## src/rtl/tsc_pkg.sv

```systemverilog
// tsc_pkg: shared types and constants for the transient capture block.
package tsc_pkg;

    typedef enum logic [2:0] {
        S_IDLE,
        S_PRE,
        S_ARMED,
        S_POST,
        S_DONE,
        S_SEND
    } state_t;

    localparam logic [1:0] EDGE_RISE = 2'b00;
    localparam logic [1:0] EDGE_FALL = 2'b01;
    localparam logic [1:0] EDGE_ANY  = 2'b10;

    // pa/sa: previous and current sample are at or above threshold
    function automatic logic edge_hit(
        input logic [1:0] mode,
        input logic       pa,
        input logic       sa
    );
        logic r;
        logic f;
        r = !pa && sa;
        f = pa && !sa;
        case (mode)
            EDGE_FALL: return f;
            EDGE_ANY:  return r || f;
            default:   return r;
        endcase
    endfunction

endpackage

```

## src/rtl/tsc_pretrig_capture_if.sv

```systemverilog
// tsc_pretrig_capture_if: readout stream of the capture block,
// valid/ready with data held while stalled.
interface tsc_pretrig_capture_if #(
    parameter int DW = 8
);
    logic [DW-1:0] sd_data;
    logic          sd_valid;
    logic          sd_ready;

    modport master (
        output sd_data,
        output sd_valid,
        input  sd_ready
    );

    modport slave (
        input  sd_data,
        input  sd_valid,
        output sd_ready
    );
endinterface

```

## src/rtl/tsc_ring_ram.sv

```systemverilog
// tsc_ring_ram: DEPTH x DW simple dual-port RAM,
// synchronous write, registered read that holds when re=0.
module tsc_ring_ram #(
    parameter int DW    = 8,
    parameter int DEPTH = 32
) (
    input  logic                     clk,
    input  logic                     rst,
    input  logic                     we,
    input  logic [$clog2(DEPTH)-1:0] waddr,
    input  logic [DW-1:0]            wdata,
    input  logic                     re,
    input  logic [$clog2(DEPTH)-1:0] raddr,
    output logic [DW-1:0]            rdata
);

    logic [DW-1:0] mem [DEPTH];

    always_ff @(posedge clk) begin
        if (we) begin
            mem[waddr] <= wdata;
        end
    end

    always_ff @(posedge clk or negedge rst) begin
        if (!rst) begin
            rdata <= '0;
        end else if (re) begin
            rdata <= mem[raddr];
        end
    end

endmodule

```

## src/rtl/tsc_pretrig_capture.sv

```systemverilog
// tsc_pretrig_capture: edge-triggered ring-buffer capture with
// pre-trigger history, timestamp and valid/ready readout.
module tsc_pretrig_capture
    import tsc_pkg::*;
#(
    parameter int DW    = 8,
    parameter int DEPTH = 32,
    parameter int PRE   = 8,
    parameter int TSW   = 32
) (
    input  logic           clk,
    input  logic           rst,
    input  logic           start,
    input  logic           adc_valid,
    input  logic [DW-1:0]  adc_data,
    input  logic [DW-1:0]  thresh,
    input  logic [1:0]     edge_mode,
    input  logic           sbf,
    output logic           trd,
    output logic [TSW-1:0] trigtm,
    output logic           busy,
    output logic           cd,
    tsc_pretrig_capture_if.master sd
);

    localparam int AW = $clog2(DEPTH);
    localparam int CW = AW + 1;
    localparam logic [CW-1:0] PRE_LAST  = CW'(PRE - 1);
    localparam logic [CW-1:0] POST_LAST = CW'(DEPTH - PRE - 2);
    localparam logic [CW-1:0] ACC_LAST  = CW'(DEPTH - 1);
    localparam logic [CW-1:0] ISS_END   = CW'(DEPTH);

    state_t          state;
    logic [TSW-1:0]  timer;
    logic [AW-1:0]   wp;
    logic [AW-1:0]   rp;
    logic [AW-1:0]   trig_addr;
    logic [CW-1:0]   cnt;
    logic [CW-1:0]   iss;
    logic [CW-1:0]   acc;
    logic [DW-1:0]   prev;
    logic [DW-1:0]   thr_q;
    logic [1:0]      mode_q;
    logic            sd_valid;
    logic [DW-1:0]   rdata;

    logic capt;
    logic we;
    logic hit;
    logic re;
    logic accept;

    assign capt = (state == S_PRE) ||
                  (state == S_ARMED) ||
                  (state == S_POST);
    assign we   = capt && adc_valid;
    assign hit  = (state == S_ARMED) && adc_valid &&
                  edge_hit(mode_q, prev >= thr_q,
                           adc_data >= thr_q);

    // Fetch the next word whenever the output slot is empty or draining
    assign accept = sd_valid && sd.sd_ready;
    assign re     = (state == S_SEND) && (iss != ISS_END) &&
                    (!sd_valid || sd.sd_ready);

    assign sd.sd_valid = sd_valid;
    assign sd.sd_data  = rdata;

    tsc_ring_ram #(
        .DW    (DW),
        .DEPTH (DEPTH)
    ) u_ram (
        .clk   (clk),
        .rst   (rst),
        .we    (we),
        .waddr (wp),
        .wdata (adc_data),
        .re    (re),
        .raddr (rp),
        .rdata (rdata)
    );

    always_ff @(posedge clk or negedge rst) begin
        if (!rst) begin
            state     <= S_IDLE;
            timer     <= '0;
            wp        <= '0;
            rp        <= '0;
            trig_addr <= '0;
            cnt       <= '0;
            iss       <= '0;
            acc       <= '0;
            prev      <= '0;
            thr_q     <= '0;
            mode_q    <= '0;
            sd_valid  <= 1'b0;
            trd       <= 1'b0;
            trigtm    <= '0;
            busy      <= 1'b0;
            cd        <= 1'b0;
        end else begin
            timer <= timer + TSW'(1);
            cd    <= 1'b0;
            if (we) begin
                wp   <= wp + AW'(1);
                prev <= adc_data;
            end
            unique case (state)
                S_IDLE: begin
                    if (start) begin
                        state  <= S_PRE;
                        busy   <= 1'b1;
                        timer  <= '0;
                        thr_q  <= thresh;
                        mode_q <= edge_mode;
                        cnt    <= '0;
                    end
                end
                S_PRE: begin
                    if (adc_valid) begin
                        cnt <= cnt + CW'(1);
                        if (cnt == PRE_LAST) begin
                            state <= S_ARMED;
                            cnt   <= '0;
                        end
                    end
                end
                S_ARMED: begin
                    if (hit) begin
                        state     <= S_POST;
                        trd       <= 1'b1;
                        trigtm    <= timer;
                        trig_addr <= wp;
                    end
                end
                S_POST: begin
                    if (adc_valid) begin
                        cnt <= cnt + CW'(1);
                        if (cnt == POST_LAST) begin
                            state <= S_DONE;
                        end
                    end
                end
                S_DONE: begin
                    if (sbf) begin
                        state <= S_SEND;
                        rp    <= trig_addr - AW'(PRE);
                        iss   <= '0;
                        acc   <= '0;
                    end
                end
                S_SEND: begin
                    if (re) begin
                        rp       <= rp + AW'(1);
                        iss      <= iss + CW'(1);
                        sd_valid <= 1'b1;
                    end else if (accept) begin
                        sd_valid <= 1'b0;
                    end
                    if (accept) begin
                        acc <= acc + CW'(1);
                        if (acc == ACC_LAST) begin
                            state    <= S_IDLE;
                            busy     <= 1'b0;
                            trd      <= 1'b0;
                            sd_valid <= 1'b0;
                            cd       <= 1'b1;
                        end
                    end
                end
                default: state <= S_IDLE;
            endcase
        end
    end

endmodule

```

## src/flat_wrapper.sv

```systemverilog
// flat-port wrapper written by rule: the top's interface ports become plain ports
module tsc_pretrig_capture_flat import tsc_pkg::*;
#(
    parameter int DW    = 8,
    parameter int DEPTH = 32,
    parameter int PRE   = 8,
    parameter int TSW   = 32
)
  (clk, rst, start, adc_valid, adc_data, thresh, edge_mode, sbf, trd, trigtm, busy, cd, sd_sd_data, sd_sd_valid, sd_sd_ready);
  tsc_pretrig_capture_if #(.DW(DW)) sd_i ();
  input  logic clk;
  input  logic rst;
  input  logic start;
  input  logic adc_valid;
  input  logic [DW-1:0] adc_data;
  input  logic [DW-1:0] thresh;
  input  logic [1:0] edge_mode;
  input  logic sbf;
  output logic trd;
  output logic [TSW-1:0] trigtm;
  output logic busy;
  output logic cd;
  output wire logic [$bits(sd_i.sd_data)-1:0] sd_sd_data;
  output wire logic [$bits(sd_i.sd_valid)-1:0] sd_sd_valid;
  input wire logic [$bits(sd_i.sd_ready)-1:0] sd_sd_ready;
  assign sd_sd_data = sd_i.sd_data;
  assign sd_sd_valid = sd_i.sd_valid;
  assign sd_i.sd_ready = sd_sd_ready;
  tsc_pretrig_capture #(.DW(DW), .DEPTH(DEPTH), .PRE(PRE), .TSW(TSW)) u_core (.clk(clk), .rst(rst), .start(start), .adc_valid(adc_valid), .adc_data(adc_data), .thresh(thresh), .edge_mode(edge_mode), .sbf(sbf), .trd(trd), .trigtm(trigtm), .busy(busy), .cd(cd), .sd(sd_i));
endmodule
```

## config.mk

```make
export PLATFORM = sky130hd
export DESIGN_NAME = tsc_pretrig_capture_flat
export DESIGN_NICKNAME = d
export VERILOG_FILES = /design/src/rtl/tsc_pkg.sv /design/src/rtl/tsc_pretrig_capture_if.sv /design/src/rtl/tsc_ring_ram.sv /design/src/rtl/tsc_pretrig_capture.sv /design/src/flat_wrapper.sv
export SDC_FILE = /design/constraint.sdc
export NUM_CORES = 1
export LEC_CHECK = 0
export ABC_CLOCK_PERIOD_IN_PS = 6970
export CAP_MARGIN = 10
export CORE_ASPECT_RATIO = 1.25
export CORE_MARGIN = 5
export CORE_UTILIZATION = 41
export DETAILED_ROUTE_END_ITERATION = 10
export GPL_TIMING_DRIVEN = 0
export PLACE_DENSITY = 0.58
export SYNTH_ARGS = -nofsm -noshare
export SYNTH_HDL_FRONTEND = slang
export SYNTH_HIERARCHICAL = 1
export SYNTH_SLANG_ARGS = --single-unit
```

## constraint.sdc

```tcl
create_clock -name clk -period 6.97 [get_ports clk]
set_input_delay 1.394 -clock clk [delete_from_list [all_inputs] [get_ports clk]]
set_output_delay 1.394 -clock clk [all_outputs]
set_load 0.01 [all_outputs]
```

==> results of run 1 <==
## layout by cell type, fill, tap and decap left out, types with 7 or more instances in the layout
master and n:
inv_1 30, clkinv_2 7, buf_4 7, clkbuf_16 42
clkdlybuf4s50_1 61, nor2_1 66, or2_2 9, nor2b_1 8
nand2b_1 7, nand4_1 12, or4_1 9, edfxtp_1 256
nand2_1 52, nor4_1 18, clkbuf_1 28, dfrtp_1 130
o21ai_0 25, clkbuf_8 9, mux2_2 54, buf_6 8
xnor2_1 16, nor3_1 8, a22oi_1 64, mux2i_1 138
a21oi_1 57, ha_1 28, buf_2 19, nand3_1 27
o31ai_1 7
## cells by family after synthesis
kind of cell	count (synthesis)
compound gates	193
xor+xnor	21
fa+ha+maj	28
buf+inv	84
flops	386
mux	192
simple gates	249
## metal layers
layer,vias to the layer above,global-route usage [%],routed length (µm)
met5,-,0,0
met4,0,7.79,1700
met3,72,3.39,2250
met2,307,29.1,18500
met1,4875,22.3,16000
li1,4608,-,-
## power by group through the flow
| stage | sequential [mW] | combinational [mW] | clock, mW |
|---|---|---|---|
| floorplan | 3.03 | 1.18 | 0 |
| global placement | 3.10 | 1.80 | 0 |
| detailed placement | 3.10 | 1.83 | 0 |
| CTS | 3.06 | 1.84 | 2.30 |
| global route | 3.10 | 1.99 | 2.40 |
| finish | 3.06 | 1.83 | 2.24 |
## through the flow
step | total power [mW] | cell area [µm²] | std cells | hold WS [ns] | worst slack, ns
global placement | 4.89 | 17700 | 1724 | 0.487 | -1.07
detailed placement | 4.93 | 17800 | 1728 | 0.493 | 1.19
global route | 7.50 | 19200 | 1802 | 0.523 | 1.54
finish | 7.14 | 19200 | 1802 | 0.502 | 1.87
CTS | 7.20 | 19200 | 1802 | 0.505 | 1.75
floorplan | 4.22 | 16400 | 1153 | 0.468 | 3.02
## flip-flops by register name, summed over array words and instances (netlist names)
register            cells
u_core/acc              6
u_core/busy             1
u_core/cd               1
u_core/cnt              6
u_core/iss              6
u_core/mode_q           2
u_core/prev             8
u_core/rp               5
u_core/sd.sd_valid      1
u_core/state            3
u_core/thr_q            8
u_core/timer           32
u_core/trd              1
u_core/trig_addr        5
u_core/trigtm          32
u_core/u_ram/mem      256
u_core/u_ram/rdata      8
u_core/wp               5
## layout make-up
| type | count | area share, % |
|---|---|---|
| Inverter | 31 | 0.605 |
| Clock buffer | 57 | 6.23 |
| Buffer | 53 | 1.54 |
| Multi-Input combinational cell | 683 | 26.4 |
| Tap cell | 504 | 3.28 |
| Timing Repair Buffer | 71 | 3.87 |
| Sequential cell | 386 | 56.9 |
| Clock inverter | 17 | 1.13 |
## worst max-delay path by stage
| stage | from | slack [ns] | cells after the start | to |
|---|---|---|---|---|
| 3_3_place_gp | rst | -1.07 | 1 | u_core/trigtm[6]$_DFFE_PN0P_ |
| 3_5_place_dp | adc_data[4] | 1.19 | 14 | u_core/trigtm[30]$_DFFE_PN0P_ |
| 2_1_floorplan | adc_data[0] | 3.02 | 13 | u_core/trig_addr[0]$_DFFE_PN0P_ |
| 5_1_grt | adc_data[4] | 1.54 | 14 | u_core/trigtm[31]$_DFFE_PN0P_ |
| 6_report | adc_data[4] | 1.87 | 14 | u_core/trigtm[31]$_DFFE_PN0P_ |
| 4_1_cts | adc_data[4] | 1.75 | 14 | u_core/trigtm[31]$_DFFE_PN0P_ |
==> impl_metrics.env, run 1 <==
export IMPL_cts_tree="done"
export IMPL_pin_count=68
export IMPL_synthAdderAreaFrac_pct=2.13
export IMPL_hp_class="flip-flop to flip-flop"
export IMPL_critPathBufInv=5
export IMPL_layout_min_cycle_time_ns=5.10
export IMPL_htree_levels=2
export IMPL_fin_skew_ns=0.0192
export IMPL_fp_coreArea_um2=39900
export IMPL_yosysSeqAreaShare_pct=66.6
export IMPL_hpwl_um=26000
export IMPL_tns_ns=0
export IMPL_num_vias=9862
export IMPL_yosys_top_cells_count="edfxtp_1 (256), mux2i_1 (138), dfrtp_1 (130)"
export IMPL_synth_simple_area_share_pct=7.83
export IMPL_cp_end_kind="flip-flop"
export IMPL_fmax_mhz=196
export IMPL_p_leak_nw=7.65
export IMPL_synth_top_family_by_area="multiplexers"
export IMPL_p_sw_mw=2.20
export IMPL_synthArstFlopShare_pct=33.7
export IMPL_pwr_share_comb_pct=25.6
export IMPL_avgSynthCellArea_um2=14.3
export IMPL_layout_nets=1318
export IMPL_worstHoldStart="u_core/u_ram/rdata[2]$_DFFE_PN0P_"
export IMPL_crit_path_frequent_cell="ha_1"
export IMPL_syn_num_nets=1205
export IMPL_wl_per_cell_um=21.3
export IMPL_synth_xor_area_share_pct=1.12
export IMPL_r2r_start="u_core/state[1]$_DFFE_PN0P_"
export IMPL_cts_hold_buf=0
export IMPL_synthMuxAreaShare_pct=12.1
export IMPL_area_growth_pct=17.0
export IMPL_clock_latency_ns=0.54
export IMPL_drv_slew=0
export IMPL_slew_limit_headroom_pct=41.1
export IMPL_crit_slowest_cell="clkdlybuf4s50_1"
export IMPL_synth_top_cell_area_share_pct=46.8
export IMPL_multi_input_area_um2=5080
export IMPL_ys_types=59
export IMPL_dieArea_um2=44200
export IMPL_cp_arrival_ns=5.51
export IMPL_ant_nets=0
export IMPL_finalCritPeriodShare_pct=73.1
export IMPL_r2r_cells=7
export IMPL_clockPowerShare_pct=31.4
export IMPL_rsz0062_at_grt="false"
export IMPL_grt_usage_pct=17.4
export IMPL_critical_path_class="input port to flip-flop"
export IMPL_vias_per_cell=5.47
export IMPL_synth_edf_count=256
export IMPL_fp_row_count=82
export IMPL_drt_iter0_drc=725
export IMPL_ys_flop_type="edfxtp_1"
export IMPL_worstPathRequired_ns=7.38
export IMPL_chipWidth_um=189
export IMPL_routed_wl_um=38400
export IMPL_r2r_end="u_core/u_ram/mem[0][7]$_DFFE_PP_"
export IMPL_root_buffer="clkbuf_16"
export IMPL_synth_top_cell_by_area="edfxtp_1"
export IMPL_antennaDiodeCount=0
export IMPL_ys_ff_latch=386
export IMPL_drv_cap=0
export IMPL_cp_start_kind="input port"
export IMPL_grt_max_degree=70
export IMPL_crit_family="buffers and inverters"
export IMPL_cts_buffer_depth=3
export IMPL_powerDensity_nw_per_um2=371
export IMPL_synth_most_common_cell="edfxtp_1"
export IMPL_cts_sinks=386
export IMPL_antenna_found_initial=0
export IMPL_start_util_pct=41.2
export IMPL_synthTopCellsByArea="edfxtp_1 (47%), dfrtp_1 (20%), mux2i_1 (8.4%)"
export IMPL_swShare_pct=30.9
export IMPL_place_gp_congestion=0.893
export IMPL_syn_inst=1153
export IMPL_fin_util_pct=48.2
export IMPL_yosysWarningCount=6
export IMPL_worstHoldPathCells=1
export IMPL_r2r_setup_slack_ns=3.15
export IMPL_grt_pass1_wl_um=59500
export IMPL_syn_cell_area_um2=16400
export IMPL_internal_power_mw=4.93
export IMPL_tightestPinTransition_ns=0.872
export IMPL_num_fill_cells=3414
export IMPL_hold_violations=0
export IMPL_setup_viol=0
export IMPL_clk_pin_slew_ns=0.06
export IMPL_cts_buffers=40
export IMPL_hold_path_endpoint="u_core/u_ram/rdata[2]$_DFFE_PN0P_"
export IMPL_postCtsSetupRepairBufs=0
export IMPL_grt_pass1_vias=10200
export IMPL_crit_path_max_incr_delay_ns=0.85
export IMPL_io_buffer_count=67
export IMPL_regArea_um2=10900
export IMPL_ctsResizeCount=0
export IMPL_drive_gt1_share_pct=13.6
export IMPL_drc=0
export IMPL_overflow=0
export IMPL_seq_power_share_pct=42.9
export IMPL_synth_compound_area_share_pct=7.73
export IMPL_crit_path_cell_trace="clkdlybuf4s50_1 -> buf_8 -> ha_1 -> a21o_1 -> a21oi_1 -> o31a_1 -> o21ai_0 -> ha_1 -> inv_1 -> a221o_1 -> and4b_1 -> buf_2 -> buf_1 -> mux2_2"
export IMPL_drt_pre_antenna_iters=5
export IMPL_outcome="finished, final reports clean"
export IMPL_peakVddDrop_mv=0.207
export IMPL_die_h_um=234
export IMPL_cp_max_fo=22
Power figures use the tool's default switching activity.
==> inputs of run 2 (changes only) <==
--- a/config.mk
+++ b/config.mk
@@ -5,7 +5,7 @@
 export SDC_FILE = /design/constraint.sdc
 export NUM_CORES = 1
 export LEC_CHECK = 0
-export ABC_CLOCK_PERIOD_IN_PS = 6970
+export ABC_CLOCK_PERIOD_IN_PS = 4700
 export CAP_MARGIN = 10
 export CORE_ASPECT_RATIO = 1.25
 export CORE_MARGIN = 5
==> constraint.sdc (replaced) <==
create_clock -name clk -period 4.7 [get_ports clk]
set_input_delay 0.94 -clock clk [delete_from_list [all_inputs] [get_ports clk]]
set_output_delay 0.94 -clock clk [all_outputs]
set_load 0.01 [all_outputs]
==> run 2 against run 1 <==
Compared with the run above:
- wire length hardly changed
- total power grew 48%
- flip-flop and latch count is the same
- critical path depth unchanged
- first-iteration DRC count unchanged
- worst setup slack got worse by 1.4 ns
- non-clock buffer count is the same
- final cell count did not move
- register-to-register slack got worse by 2.3 ns
- die area unchanged
- final area about the same
- global-route usage is the same
==> impl_metrics.env, run 2 (synthesis results as in run 1) <==
export IMPL_outcome="finished, final reports clean"
export IMPL_drive_gt1_share_pct=13.7
export IMPL_hold_violations=0
export IMPL_slew_limit_headroom_pct=41.1
export IMPL_peakVddDrop_mv=0.307
export IMPL_final_common_cell="edfxtp_1"
export IMPL_grt_pass1_wl_um=59500
export IMPL_holdWs_ns=0.406
export IMPL_tightestPinTransition_ns=0.872
export IMPL_die_h_um=234
export IMPL_drt_iter0_drc=725
export IMPL_clk_pin_slew_ns=0.06
export IMPL_fp_coreArea_um2=39900
export IMPL_cts_sinks=386
export IMPL_grt_pass1_vias=10200
export IMPL_hpwl_um=26000
export IMPL_regArea_um2=10900
export IMPL_critical_path_class="input port to flip-flop"
export IMPL_htree_levels=2
export IMPL_setup_ws_ns=0.459
export IMPL_layout_nets=1318
export IMPL_p_leak_nw=7.66
export IMPL_pin_count=68
export IMPL_antennaDiodeCount=0
export IMPL_drc=0
export IMPL_fmax_mhz=236
export IMPL_fp_row_count=82
export IMPL_multi_input_area_um2=5080
export IMPL_place_worst_setup_slack_ns=-0.623
export IMPL_regMostFlops="u_core/u_ram/mem"
export IMPL_chipWidth_um=189
export IMPL_finalCritPeriodShare_pct=90.2
export IMPL_io_buffer_count=67
export IMPL_drv_cap=0
export IMPL_cts_buffer_depth=3
export IMPL_num_vias=9875
export IMPL_layout_common_cells="edfxtp_1 (256), mux2i_1 (138), dfrtp_1 (130)"
export IMPL_routed_wl_um=38400
export IMPL_antenna_found_initial=0
export IMPL_powerDensity_nw_per_um2=550
export IMPL_layout_min_cycle_time_ns=4.24
export IMPL_cp_start_kind="input port"
export IMPL_root_buffer="clkbuf_16"
export IMPL_drv_slew=0
export IMPL_area_growth_pct=17.0
export IMPL_grt_max_degree=70
export IMPL_cp_arrival_ns=4.65
export IMPL_vias_per_cell=5.48
export IMPL_overflow=0
export IMPL_start_util_pct=41.2
export IMPL_cts_buffers=40
export IMPL_largestRegisters="u_core/u_ram/mem x256, u_core/timer x32, u_core/trigtm x32"
export IMPL_grt_usage_pct=17.4
export IMPL_setup_viol=0
export IMPL_clock_latency_ns=0.54
export IMPL_fin_skew_ns=0.0192
export IMPL_cp_end_kind="flip-flop"
export IMPL_dieArea_um2=44200
export IMPL_drt_pre_antenna_iters=5
export IMPL_rsz0062_at_grt="false"
export IMPL_worstPathRequired_ns=5.11
export IMPL_ant_nets=0
export IMPL_cp_max_fo=12
export IMPL_num_fill_cells=3414
export IMPL_cts_tree="done"
export IMPL_largest_register_ffs=256
export IMPL_postCtsSetupRepairBufs=0
export IMPL_place_gp_congestion=0.893
export IMPL_wl_per_cell_um=21.3
export IMPL_hp_class="input port to async pin"
-- run 2: cell count changes in the layout (fill, tap and decap cells not counted) --
| cell | change |
|---|---|
| dlymetal6s2s_1 | +1 |
| buf_1 | -1 |
| buf_2 | +1 |
| clkdlybuf4s50_1 | -1 |
-- run 2: worst max-delay path, cell delays in order --
cell	delay, ns
clkdlybuf4s50_1	0.85
inv_1	0.10
ha_1	0.30
nand2b_1	0.14
a211oi_1	0.24
o31a_1	0.22
o21ai_0	0.11
ha_1	0.27
inv_1	0.05
a221o_1	0.17
and4b_1	0.27
buf_2	0.29
buf_2	0.33
mux2_2	0.37
-- run 2: path summary, 6_finish.rpt --
kind	slack, ns	start	to	depth (start not counted)
min in group clk	0.50	u_core/u_ram/rdata[2]$_DFFE_PN0P_	u_core/u_ram/rdata[2]$_DFFE_PN0P_	1
max reg2reg	0.88	u_core/state[1]$_DFFE_PN0P_	u_core/u_ram/mem[0][7]$_DFFE_PP_	7
min	0.41	rst	u_core/acc[2]$_DFFE_PN0P_	1
min reg2reg	0.50	u_core/u_ram/rdata[2]$_DFFE_PN0P_	u_core/u_ram/rdata[2]$_DFFE_PN0P_	1
max in group asynchronous	3.51	rst	u_core/trigtm[0]$_DFFE_PN0P_	2
max	0.46	adc_data[0]	u_core/trigtm[31]$_DFFE_PN0P_	14
-- run 2: where the power goes --
group / total, mW / internal [mW] / leakage [nW] / switching [mW]
Clock: 3.33 / 2.05 / 0.701 / 1.28
Combinational: 2.71 / 1.15 / 2.98 / 1.57
Sequential: 4.54 / 4.12 / 3.98 / 0.425
Total: 10.6 / 7.31 / 7.66 / 3.27
-- run 2: routing by layer --
metal / vias up / global-route usage, % / routed length [µm]
li1: 4608 / - / -
met1: 4887 / 22.3 / 16000
met2: 308 / 29.1 / 18500
met3: 72 / 3.39 / 2210
met4: 0 / 7.79 / 1700
met5: - / 0 / 0
-- run 2: through the flow --
stage               power (mW)  utilization, %  setup TNS (ns)  area [µm²]  std cells
finish                    10.6            48.2               0       19200       1802
global route              11.1            48.2               0       19200       1802
CTS                       10.7            48.2               0       19200       1802
detailed placement        7.31            44.6          -10.95       17800       1728
global placement          7.26            44.4         -400.45       17700       1724
floorplan                 6.25               -               0       16400       1153
-- run 2: repair_timing --
action | 4_1_cts | 5_1_grt
resized for setup | 1 | 1
pin swaps | 0 | 0
setup endpoints to repair | 9 | 3
hold buffers | 0 | 0
-- run 2: layout make-up --
class / instances / area share, %
Sequential cell: 386 / 56.9
Multi-Input combinational cell: 683 / 26.4
Clock buffer: 57 / 6.23
Timing Repair Buffer: 71 / 3.89
Tap cell: 504 / 3.28
Buffer: 53 / 1.54
Clock inverter: 17 / 1.13
Inverter: 31 / 0.605
